===== src/rtl/intr_ctrl_n.sv =====
// ----------------------------------------------------------------------------
// intr_ctrl_n
// Parametrised interrupt controller for the 16-bit multicycle datapath.
// N asynchronous request lines are synchronised and edge-detected. Each edge
// latches a pending flag. The lowest-index pending source that is enabled by
// the mask is presented to the control FSM through an irq / irq_ack / eoi
// handshake, together with its handler vector.
//
// Optional feature macro: INTR_DEBOUNCE_EN
//   When it is defined, each channel gets a debounce counter. The
//   synchronised level must stay stable for DEBOUNCE_CYCLES cycles before the
//   edge detector sees it.
//
// Ports:
//   CLK         system clock, rising edge
//   RST_N       asynchronous active-low reset
//   hw_in       raw request levels, asynchronous to CLK
//   mask_wr     loads mask_data into the mask register
//   mask_data   new mask (1 = source enabled for arbitration)
//   irq         interrupt request to the control FSM
//   irq_ack     FSM accepts the request (pulse)
//   eoi         FSM finished the handler (pulse)
//   vector      handler address of the source in service
//   src_id      index of the source in service
//   pending     pending flags, masked and unmasked
//   in_service  a handler is active
//
// State | meaning
// IDLE  | no request outstanding; arbitrate pending & mask
// REQ   | irq asserted, waiting for irq_ack
// SERVICE | handler running, waiting for eoi
// ----------------------------------------------------------------------------
module intr_ctrl_n #(
    parameter int                N_SRC           = 8,
    parameter int                DATA_W          = 16,
    parameter logic [DATA_W-1:0] VEC_BASE        = DATA_W'(16'h0040),
    parameter int                VEC_STRIDE      = 4,
    parameter int                DEBOUNCE_CYCLES = 16
) (
    input  logic              CLK,
    input  logic              RST_N,
    input  logic [N_SRC-1:0]  hw_in,
    input  logic              mask_wr,
    input  logic [N_SRC-1:0]  mask_data,
    output logic              irq,
    input  logic              irq_ack,
    input  logic              eoi,
    output logic [DATA_W-1:0] vector,
    output logic [3:0]        src_id,
    output logic [N_SRC-1:0]  pending,
    output logic              in_service
);

    typedef enum logic [1:0] {
        ST_IDLE    = 2'd0,
        ST_REQ     = 2'd1,
        ST_SERVICE = 2'd2
    } state_t;

    // Edge detection is held off until the input pipeline holds real samples,
    // so a line that is high through reset is absorbed rather than reported.
`ifdef INTR_DEBOUNCE_EN
    localparam logic [2:0] WARM_CYCLES = 3'd4;
`else
    localparam logic [2:0] WARM_CYCLES = 3'd3;
`endif

    logic [N_SRC-1:0]  r_sync1;
    logic [N_SRC-1:0]  r_sync2;
    logic [N_SRC-1:0]  r_edge;
    logic [N_SRC-1:0]  r_pending;
    logic [N_SRC-1:0]  r_mask;
    logic [2:0]        r_warm_cnt;
    logic [3:0]        r_src_id;
    logic [DATA_W-1:0] r_vector;
    state_t            r_state;

    logic [N_SRC-1:0]  w_level;
    logic [N_SRC-1:0]  w_rise;
    logic [N_SRC-1:0]  w_req;
    logic [N_SRC-1:0]  w_clr;
    logic [3:0]        w_winner;
    logic [DATA_W-1:0] w_vec_next;
    logic              w_armed;
    logic              w_load;
    logic              w_ack_take;
    state_t            w_state_next;

    assign w_armed = (r_warm_cnt == 3'd0);

    always_ff @(posedge CLK or negedge RST_N) begin
        if (!RST_N) begin
            r_sync1    <= '0;
            r_sync2    <= '0;
            r_warm_cnt <= WARM_CYCLES;
        end else begin
            r_sync1 <= hw_in;
            r_sync2 <= r_sync1;
            if (!w_armed) begin
                r_warm_cnt <= r_warm_cnt - 3'd1;
            end
        end
    end

`ifdef INTR_DEBOUNCE_EN
    localparam int              DB_W    = $clog2(DEBOUNCE_CYCLES + 1);
    localparam logic [DB_W-1:0] DB_LOAD = DB_W'(DEBOUNCE_CYCLES);

    logic [N_SRC-1:0] r_db_lvl;
    logic [DB_W-1:0]  r_db_cnt [N_SRC];

    // The down-counter runs only while the synchronised level differs from
    // the accepted level; any return to the accepted level reloads it.
    always_ff @(posedge CLK or negedge RST_N) begin
        if (!RST_N) begin
            r_db_lvl <= '0;
            for (int i = 0; i < N_SRC; i++) begin
                r_db_cnt[i] <= DB_LOAD;
            end
        end else begin
            for (int i = 0; i < N_SRC; i++) begin
                if (!w_armed) begin
                    r_db_lvl[i] <= r_sync2[i];
                    r_db_cnt[i] <= DB_LOAD;
                end else if (r_sync2[i] == r_db_lvl[i]) begin
                    r_db_cnt[i] <= DB_LOAD;
                end else if (r_db_cnt[i] == DB_W'(1)) begin
                    r_db_lvl[i] <= r_sync2[i];
                    r_db_cnt[i] <= DB_LOAD;
                end else begin
                    r_db_cnt[i] <= r_db_cnt[i] - DB_W'(1);
                end
            end
        end
    end

    assign w_level = r_db_lvl;
`else
    assign w_level = r_sync2;
`endif

    assign w_rise = w_level & ~r_edge & {N_SRC{w_armed}};
    assign w_req  = r_pending & r_mask;

    always_comb begin
        w_winner = '0;
        for (int i = N_SRC - 1; i >= 0; i--) begin
            if (w_req[i]) begin
                w_winner = 4'(i);
            end
        end
    end

    assign w_vec_next = VEC_BASE + DATA_W'(int'(w_winner) * VEC_STRIDE);

    always_comb begin
        w_state_next = r_state;
        w_load       = 1'b0;
        w_ack_take   = 1'b0;
        case (r_state)
            ST_IDLE: begin
                if (|w_req) begin
                    w_load       = 1'b1;
                    w_state_next = ST_REQ;
                end
            end
            ST_REQ: begin
                if (irq_ack) begin
                    w_ack_take   = 1'b1;
                    w_state_next = ST_SERVICE;
                end
            end
            ST_SERVICE: begin
                if (eoi) begin
                    w_state_next = ST_IDLE;
                end
            end
            default: w_state_next = ST_IDLE;
        endcase
    end

    always_comb begin
        w_clr = '0;
        for (int i = 0; i < N_SRC; i++) begin
            w_clr[i] = w_ack_take && (r_src_id == 4'(i));
        end
    end

    always_ff @(posedge CLK or negedge RST_N) begin
        if (!RST_N) begin
            r_state   <= ST_IDLE;
            r_edge    <= '0;
            r_pending <= '0;
            r_mask    <= '1;
            r_src_id  <= '0;
            r_vector  <= '0;
        end else begin
            r_state <= w_state_next;
            r_edge  <= w_level;
            // A new edge on the channel being acknowledged keeps it pending.
            r_pending <= (r_pending & ~w_clr) | w_rise;
            if (mask_wr) begin
                r_mask <= mask_data;
            end
            if (w_load) begin
                r_src_id <= w_winner;
                r_vector <= w_vec_next;
            end
        end
    end

    assign irq        = (r_state == ST_REQ);
    assign in_service = (r_state == ST_SERVICE);
    assign vector     = r_vector;
    assign src_id     = r_src_id;
    assign pending    = r_pending;

endmodule

===== config.mk =====
export PLATFORM = sky130hd
export DESIGN_NAME = intr_ctrl_n
export DESIGN_NICKNAME = d
export VERILOG_FILES = /design/src/rtl/intr_ctrl_n.sv
export SDC_FILE = /design/constraint.sdc
export NUM_CORES = 1
export LEC_CHECK = 0
export BUFFER_PORTS_ARGS = -buffer_cell sky130_fd_sc_hd__buf_2
export CAP_MARGIN = 20
export CORE_UTILIZATION = 55
export DETAILED_ROUTE_END_ITERATION = 10
export PLACE_DENSITY = 0.93
export SYNTH_ARGS = -nofsm -noshare
export SYNTH_HDL_FRONTEND = slang
export SYNTH_SLANG_ARGS = --single-unit

===== constraint.sdc =====
create_clock -name CLK -period 1.9 [get_ports CLK]
set_input_delay 0.38 -clock CLK [delete_from_list [all_inputs] [get_ports CLK]]
set_output_delay 0.38 -clock CLK [all_outputs]
set_load 0.02 [all_outputs]

==> flow_metrics.tcl <==
set metrics [dict create \
    clkTransAtPathRegs_ps 130 \
    die-height_um 61.4 \
    dr.max_layer_used "met4" \
    worstHoldPathCells 1 \
    hp-start "hw_in[5]" \
    vias 1211 \
    rows 21 \
    synth.top_cell.area_share 0.503 \
    p_leak_nw 0.974 \
    cpPeakStageDelay_ps 450 \
    ios 51 \
    drt_pre_antenna_iters 4 \
    r2r_setup_slack_ps 550 \
    holdWs_ps 120 \
    yosysWarnings 0 \
    drtIter0Drc 45 \
    period_minus_slack_ps 1560 \
    fmax_mhz 642 \
    cts.sinks 49 \
    path_depth 3 \
    status "complete, no violations" \
    drv_slew 0 \
    synth_seq_area_share 0.638 \
    finalPower_mw 2.67 \
    cpLargestDelayFamily "flip-flops" \
    synth_top_area_cell "dfrtp_1" \
    drcViolationCount 0 \
    fin_crit_sh 0.820 \
    cp-start-kind "flip-flop" \
    wl_met3_um 181 \
    synth_area_leaders "dfrtp_1, dfstp_2, buf_4" \
    setup_slack_ps 343 \
    setup.worst_path.end_class "output port" \
    finalInstanceArea_um2 2200 \
    async_flop_share 1.00 \
    cp_slowest_cell "dfrtp_1" \
    worst_ep_arrival_time_ps 1180 \
    r2r_start "r_warm_cnt[0]$_DFFE_PN1N_" \
    dp_cells 226 \
    finClkSkew_ps 2.43 \
    h-tree-depth 2 \
    setup_tns_ps 0 \
    synthCells 148 \
    setup_viol 0 \
    synthesis.area_um2 1940 \
    final_util 0.654 \
    drt_wl_total_mm 3.02 \
    crit_path_cell_trace "nand2b_1 > inv_1 > buf_2" \
    vdd_drop_max_mv 0.650 \
    clkLatencyLatePin_ps 350 \
    min_to "r_sync1[5]$_DFF_PN0_" \
    nNetsFinal 211 \
    final-hold-violation-count 0 \
    yosys.cell_types.count 28 \
    vias_per_cell 5.15 \
    post-dp-hpwl_mm 2.27 \
    track_usage 0.180 \
    synth_most_common_cell "dfrtp_1" \
    numCtsBuffers 5 \
    ys_ff_latch 49 \
    syn_avg_cell_area_um2 13.1 \
    preCtsSetupSlack_ps 553 \
    grt_pass1_wl_mm 4.71 \
    grt_max_degree 30 \
    cts_setup_buffers 0 \
    synthFlopType "dfrtp_1" \
    rr_endpoint "r_warm_cnt[1]$_DFFE_PN1N_" \
    cts_root_buf "clkbuf_4" \
    grt_overflow_total 0 \
    cts_tree "done" \
    syn2layout_area_growth_pct 13.3 \
    synth_edf_count 0 \
    gp_congestion 0.810 \
    hold_buffers 1 \
    grt_pass1_vias 1087 \
    cp.required_ps 1520 \
    p_per_area_nw_per_um2 1210 \
    port_buffers 37 \
    die_x_um 61.4 \
    wl_met2_mm 1.44 \
    ctsResizeCount 0 \
    cap_violations 0 \
    hold_path_class "in -> reg" \
    cts_buffer_depth 2 \
    diodes 0 \
    die_area_um2 3770 \
    ant_nets 0 \
    drive_gt1_frac 0.370 \
    routedWlPerCell_um 12.9 \
    r2r_cells 5 \
    critPathKind "reg -> out" \
    instances_no_fill 235 \
    met1_length_mm 1.30 \
    netlist_top_cells_count "dfrtp_1, buf_4, o21ai_0, nand2b_1, dfstp_2" \
    path_buf_inv 2 \
    antenna_found_initial 0 \
    core_um2 3360 \
    rsz0062_at_grt "no" \
    cp_max_fo 6 \
    start_util 0.577 \
    placed_area_um2 2120 \
]
[kinds of logic (layout without fill, tap and decap cells)]
kind of cell / after synthesis / count (layout) / share of synthesized area
flip-flops: 49 / 49 / 0.638
AO/OA/AOI/OAI: 34 / 34 / 0.129
AND/OR/NAND/NOR: 30 / 30 / 0.0864
buffers and inverters: 22 / 51 / 0.0748
multiplexers: 9 / 9 / 0.0522
adder cells (fa/ha/maj): 2 / 2 / 0.0129
other: 1 / 13 / 0.00193
XOR/XNOR: 1 / 1 / 0.00451
[how the worst max path moves through the flow]
| stage | slack [ps] | startpoint | end |
|---|---|---|---|
| 2_1_floorplan | 590 | pending[5]$_DFF_PN0_ | vector[6]$_DFFE_PN0P_ |
| 5_1_grt | 250 | r_state[0]$_DFFE_PN0P_ | in_service |
| 4_1_cts | 340 | r_state[0]$_DFFE_PN0P_ | in_service |
| 6_report | 340 | r_state[0]$_DFFE_PN0P_ | in_service |
| 3_3_place_gp | 600 | pending[6]$_DFF_PN0_ | vector[6]$_DFFE_PN0P_ |
| 3_5_place_dp | 550 | r_warm_cnt[0]$_DFFE_PN1N_ | r_warm_cnt[1]$_DFFE_PN1N_ |
[report_power, final]
part / leakage, nW / switching, mW / internal, mW
registers: 0.540 / 0.198 / 1.21
logic: 0.392 / 0.459 / 0.289
clock network: 0.0413 / 0.302 / 0.215
total: 0.974 / 0.959 / 1.71
[state kept, by name, indices dropped and copies added (netlist names)]
signal and cells:
r_edge 8, r_warm_cnt 3, r_mask 8, vector 2
src_id 2, r_state 2, pending 8, r_sync2 8
r_sync1 8
[worst reg2reg max path, cell delays in order, from the launching register on]
cell      delay, ps
dfstp_2         540
inv_1            70
ha_1            210
nand2b_1        260
nor2_1           70
a21oi_1         140
[layout make-up]
cell class	instances	area [um^2]
flip-flops and latches	49	1240
clock buffers	7	65.1
multi-input cells	89	602
well taps	46	57.6
clock inverters	1	5.00
repair buffers	39	215
fillers	260	1160
inverters	4	15.0
[metal layers]
layer / vias up / GRT usage
li1: 560 / -
met1: 582 / 0.224
met2: 57 / 0.276
met3: 12 / 0.0441
met4: 0 / 0.127
met5: - / 0
[layout by cell type, fill, tap and decap left out, types with 3 or more instances in the layout]
cell and count:
nor2_1 4, dfrtp_1 39, mux2_2 9, inv_1 4, clkbuf_4 5, dfstp_2 10
nand2b_1 12, conb_1 13, o21ai_0 15, buf_2 37, nand2_1 7, a22oi_4 3
a21oi_1 7
Note: power is estimated with default switching activity, not from simulation.
